`config.mk`:
```
export PLATFORM = sky130hd
export DESIGN_NAME = spi_slave
export DESIGN_NICKNAME = d
export VERILOG_FILES = /design/src/rtl/spi_slave.sv
export SDC_FILE = /design/constraint.sdc
export NUM_CORES = 1
export LEC_CHECK = 0
export ABC_AREA = 0
export CORE_AREA = 2 2 75 77
export CTS_CLUSTER_DIAMETER = 40
export DETAILED_ROUTE_END_ITERATION = 7
export DIE_AREA = 0 0 77 79
export SLEW_MARGIN = 20
export SYNTH_ARGS = -nofsm -noshare
export SYNTH_HDL_FRONTEND = slang
export SYNTH_SLANG_ARGS = --single-unit
```
`constraint.sdc`:
```
create_clock -name clk -period 2.7 [get_ports clk]
set_input_delay 0.54 -clock clk [delete_from_list [all_inputs] [get_ports clk]]
set_output_delay 0.54 -clock clk [all_outputs]
set_load 0.1 [all_outputs]
```
`src/rtl/spi_slave.sv`:
```
`default_nettype none
// spi_slave: SPI mode-0 peripheral endpoint oversampled on the system clock,
// MSB-first shifting with a one-word transmit buffer.  Rev 1.0
module spi_slave #(
  parameter int WIDTH = 8
) (
  input  logic             clk,
  input  logic             rst,
  input  logic             sck,
  input  logic             ss,
  input  logic             mosi,
  output logic             miso,
  output logic             miso_oe,
  input  logic [WIDTH-1:0] tx_data,
  input  logic             tx_valid,
  output logic             tx_ready,
  output logic [WIDTH-1:0] rx_data,
  output logic             rx_valid,
  output logic             tx_underrun,
  output logic             busy
);

  localparam int CW = (WIDTH > 2) ? $clog2(WIDTH) : 1;
  localparam logic [CW-1:0] LAST_BIT = CW'(WIDTH - 1);

  typedef enum logic [1:0] {
    DISARMED = 2'd0,
    IDLE     = 2'd1,
    ACTIVE   = 2'd2
  } state_t;

  state_t           state;
  logic [2:0]       sck_sync;
  logic [2:0]       ss_sync;
  logic [1:0]       mosi_sync;
  logic [1:0]       prime_cnt;
  logic [CW-1:0]    bit_cnt;
  logic             word_done;
  logic [WIDTH-1:0] rx_shift;
  logic [WIDTH-1:0] tx_shift;
  logic [WIDTH-1:0] tx_buf;
  logic             buf_full;

  logic             sck_rise;
  logic             sck_fall;
  logic             ss_fall;
  logic             ss_rise;
  logic             do_load;
  logic [WIDTH-1:0] rx_next;

  assign sck_rise = sck_sync[1] & ~sck_sync[2];
  assign sck_fall = ~sck_sync[1] & sck_sync[2];
  assign ss_fall  = ~ss_sync[1] & ss_sync[2];
  assign ss_rise  = ss_sync[1] & ~ss_sync[2];
  assign rx_next  = {rx_shift[WIDTH-2:0], mosi_sync[1]};

  assign do_load = ((state == IDLE) && ss_fall) ||
                   ((state == ACTIVE) && !ss_rise && sck_fall && word_done);

  assign miso     = tx_shift[WIDTH-1];
  assign miso_oe  = (state == ACTIVE);
  assign busy     = (state == ACTIVE);
  assign tx_ready = ~buf_full;

  always_ff @(posedge clk) begin
    if (rst) begin
      sck_sync    <= 3'b000;
      ss_sync     <= 3'b111;
      mosi_sync   <= 2'b00;
      prime_cnt   <= 2'd0;
      state       <= DISARMED;
      bit_cnt     <= '0;
      word_done   <= 1'b0;
      rx_shift    <= '0;
      tx_shift    <= '0;
      tx_buf      <= '0;
      buf_full    <= 1'b0;
      rx_data     <= '0;
      rx_valid    <= 1'b0;
      tx_underrun <= 1'b0;
    end else begin
      sck_sync    <= {sck_sync[1:0], sck};
      ss_sync     <= {ss_sync[1:0], ss};
      mosi_sync   <= {mosi_sync[0], mosi};
      rx_valid    <= 1'b0;
      tx_underrun <= 1'b0;

      // The ss chain starts out holding its reset value of 1; wait until the
      // real pin level has reached the second stage before trusting it.
      if (prime_cnt != 2'd2) prime_cnt <= prime_cnt + 2'd1;

      case (state)
        DISARMED: begin
          if (prime_cnt == 2'd2 && ss_sync[1]) state <= IDLE;
        end
        IDLE: begin
          if (ss_fall) begin
            state     <= ACTIVE;
            bit_cnt   <= '0;
            word_done <= 1'b0;
          end
        end
        ACTIVE: begin
          if (ss_rise) begin
            state     <= IDLE;
            bit_cnt   <= '0;
            word_done <= 1'b0;
          end else begin
            if (sck_rise) begin
              rx_shift <= rx_next;
              if (bit_cnt == LAST_BIT) begin
                rx_data   <= rx_next;
                rx_valid  <= 1'b1;
                bit_cnt   <= '0;
                word_done <= 1'b1;
              end else begin
                bit_cnt <= bit_cnt + CW'(1);
              end
            end
            if (sck_fall) begin
              if (word_done) word_done <= 1'b0;
              else           tx_shift  <= tx_shift << 1;
            end
          end
        end
        default: state <= DISARMED;
      endcase

      if (do_load) begin
        if (buf_full) begin
          tx_shift <= tx_buf;
          buf_full <= 1'b0;
        end else begin
          tx_shift    <= '0;
          tx_underrun <= 1'b1;
        end
      end

      // A write in the same cycle as an underrunning load lands in the buffer.
      if (tx_valid && !buf_full) begin
        tx_buf   <= tx_data;
        buf_full <= 1'b1;
      end
    end
  end

endmodule
`default_nettype wire

```
==> run summary <==
RUN STATUS
----------------------------------------------------------------------------------------
Status .................................................................... complete, no violations

PLACEMENT
----------------------------------------------------------------------------------------
RD Place Congestion .......................................................       0.7232
Total of buffers placed on input and output ports .........................           27
Total half-perimeter wirelength after legalization and detailed placement .      2522 µm

TIMING
----------------------------------------------------------------------------------------
Setup-violating endpoint count in the final report ........................            0
Number of failing hold endpoints at the final stage .......................            0
Slew Viols, Final .........................................................            0
Highest clock rate ........................................................   0.4897 GHz
Tightest Pin Transition ...................................................     560.9 ps
Setup repair after global routing missed its margin .......................        false
Share of the cycle needed by the critical path after routing ..............       0.7564
Hold_ws ...................................................................     407.3 ps
Tightest slew margin relative to the limit ................................       0.6238
Setup total negative slack ................................................         0 ps
Minimum period implied by the final worst setup slack .....................      2042 ps
Largest clock skew in the final design ....................................     11.76 ps

DRT
----------------------------------------------------------------------------------------
Via count .................................................................         1601
Met2 routed WL ............................................................      1682 µm
Antenna-violating nets left ...............................................            0
DRC Markers ...............................................................            0
Routed length per instance ................................................     11.37 µm
Detailed-routed wire length on met3 .......................................       149 µm
Highest signal layer in the routed design .................................         met4
Number of optimization iterations in the first detailed-route pass ........            4
Post-DR vias/cell .........................................................        4.881
Met1 Wirelength ...........................................................      1818 µm
Detailed-route wire length ................................................      3729 µm
Initial detailed-routing violation count ..................................           60

SETUP PATH
----------------------------------------------------------------------------------------
Data arrival time of the worst path .......................................      2290 ps
Required time reported for the critical path endpoint .....................      2940 ps
Largest fanout on the critical path .......................................            9
Largest stage delay, worst path ...........................................       540 ps
CP Class ..................................................................   reg -> reg
Cells along the critical path ............................................. inv_1, ha_1, nor2b_1, or4_4, or3_1, a21oi_1
Slowest cell on crit path .................................................        or4_4
Kind of start point of the critical path ..................................    flip-flop
Endpoint type of the worst setup path .....................................    flip-flop

SYNTH
----------------------------------------------------------------------------------------
Yosys top cell by area ....................................................      dfxtp_1
Sequential area share after synthesis .....................................       0.4926
Area of the mapped netlist ................................................ 0.002032 mm²
Total of flip-flops plus latches after synthesis ..........................           50
Post-Syn Area per Cell ....................................................    8.758 µm²
Library cells used by synthesis ...........................................           37
Most frequent cell after synthesis ........................................      dfxtp_1
Synth top area share ......................................................       0.4926
Cell types with the highest counts after synthesis ........................ dfxtp_1, nand2_1, a21oi_1
Synthesis Warnings ........................................................            0
Top_reg_cell synth ........................................................      dfxtp_1
Share of async-settable or async-resettable flops after synthesis .........            0
Top area cells in the synthesized netlist ................................. dfxtp_1, nand2_1, a21oi_1, ha_1, nand3_1
Syn Nets ..................................................................          254
EDFF count, synth .........................................................            0
Number of instances in the synthesized netlist ............................          232

CELLS AND AREA
----------------------------------------------------------------------------------------
Area Growth Syn to Fin ....................................................       19.40%
Antenna diode count .......................................................            0
Nets ......................................................................          277
Share of layout cells above drive strength 1 ..............................       0.1094
Post-Route Utilization ....................................................       0.4545

GLOBAL ROUTING
----------------------------------------------------------------------------------------
Leftover overflow at the end of global routing ............................            0
Pin count of the biggest net entering global routing ......................           51
Antenna violations before repair ..........................................            0
First-pass GRT wire length ................................................      6582 µm
Number of global-route vias before repair .................................         1532
Overall global routing resource usage .....................................       0.1336

CLOCK TREE
----------------------------------------------------------------------------------------
Quantity of hold-fixing buffers added after cts ...........................            0
Count of buffers added by post-CTS timing repair for setup ................            0
Clock tree from TritonCTS .................................................          yes
Buffer type at the clock tree root ........................................     clkbuf_8
Gates resized, CTS repair .................................................            0
CTS H-tree depth ..........................................................            2
Worst-Skew Late Latency ...................................................       310 ps
CTS Buf Count .............................................................            5
CTS sink count ............................................................           50
Register clock-pin slew on the reported worst setup and hold paths ........        90 ps
Worst-case clock buffer depth .............................................            2

DIE
----------------------------------------------------------------------------------------
Die area .................................................................. 0.006083 mm²
Vert. Die Dim .............................................................        79 µm
Top-level port count ......................................................           28
Width of the die ..........................................................        77 µm
Number of rows in the core area ...........................................           27
Starting Density ..........................................................       0.3807
Area of the core region ................................................... 0.005338 mm²

POWER
----------------------------------------------------------------------------------------
Largest vdd supply drop ...................................................    0.3597 mV
Static Leak ...............................................................    0.8626 nW
Power per Cell Area ....................................................... 672.6 mW/mm²

MIN PATH
----------------------------------------------------------------------------------------
Hold crit path type .......................................................   reg -> reg

JOB
----------------------------------------------------------------------------------------
Maximum Capacitance Violations ............................................            0

## power by group
part / leakage, nW / total, mW / switching [mW] / internal (mW)
combinational: 0.404 / 0.309 / 0.191 / 0.117
clock: 0.0524 / 0.512 / 0.235 / 0.277
sequential: 0.407 / 0.811 / 0.0311 / 0.780
## cell families after synthesis
logic type / share of synthesized area
AOI/OAI and AO/OA: 0.1515
xor gates and xnor gates: 0.004311
adders and majority gates: 0.04926
buffers and inverters: 0.04064
DFF: 0.4926
muxes: 0.03448
and+or+nand+nor: 0.2272
## layer usage
layer  track usage  up-vias
met4       0.06964        0
li1              -      841
met1        0.1617      718
met2        0.2246       34
met5             0        -
met3       0.02841        8
## cells in the final DEF (no fill, tap or decap), types with 2 or more instances in the layout
cell             count
a21oi_1             25
a311oi_1             7
buf_4               17
clkbuf_1             2
clkbuf_8             5
clkdlybuf4s50_1     13
dfxtp_1             50
ha_1                 8
inv_1                4
inv_2                2
mux2i_1              7
nand2_1             34
nand2b_1             2
nand3_1             20
nand3b_1             2
nand4b_1             2
nor2_1              21
nor2b_1             10
o21ai_0              4
or2_1                3
## critical path: cells and delay by family, from the launching register on
| family | cells | cell delay [ps] |
|---|---|---|
| compound gates | 1 | 130 |
| fa+ha+maj | 1 | 300 |
| buf+inv | 1 | 90 |
| flops | 1 | 420 |
| simple gates | 3 | 1040 |
## through the flow
stage	power (mW)	area, µm²	instances	worst slack (ps)
final	1.632	2426	328	657.7
after CTS	1.650	2426	328	654.2
after floorplan	1.068	2032	232	249.9
after detailed placement	1.138	2320	320	686.3
after global routing	1.721	2426	328	535.6
after global placement	1.134	2320	320	713.7
## state kept, by name (all words and copies together) (netlist names)
signal and count:
bit_cnt 3, buf_full 1, mosi_sync 2, prime_cnt 2, rx_data 8, rx_shift 7
rx_valid 1, sck_sync 3, ss_sync 3, state 2, tx_buf 8, tx_shift 8
tx_underrun 1, word_done 1
## worst paths after layout
check	to	cells after the start	slack (ps)	startpoint
worst min-delay path	ss_sync[1]	1	410	ss_sync[0]
worst max register to register	state[0]	6	660	state[0]
worst min register to register	ss_sync[1]	1	410	ss_sync[0]
worst max-delay path	state[0]	6	660	state[0]
## cell type report
type / instances / area [µm²]
clock buffer: 7 / 76.32
clock inverter: 1 / 30.03
fill: 570 / 2912
inverter: 6 / 22.52
multi-input combinational: 162 / 948.4
sequential: 50 / 1001
tap: 72 / 90.09
timing repair buffer: 30 / 257.7
Power figures use the tool's default switching activity.
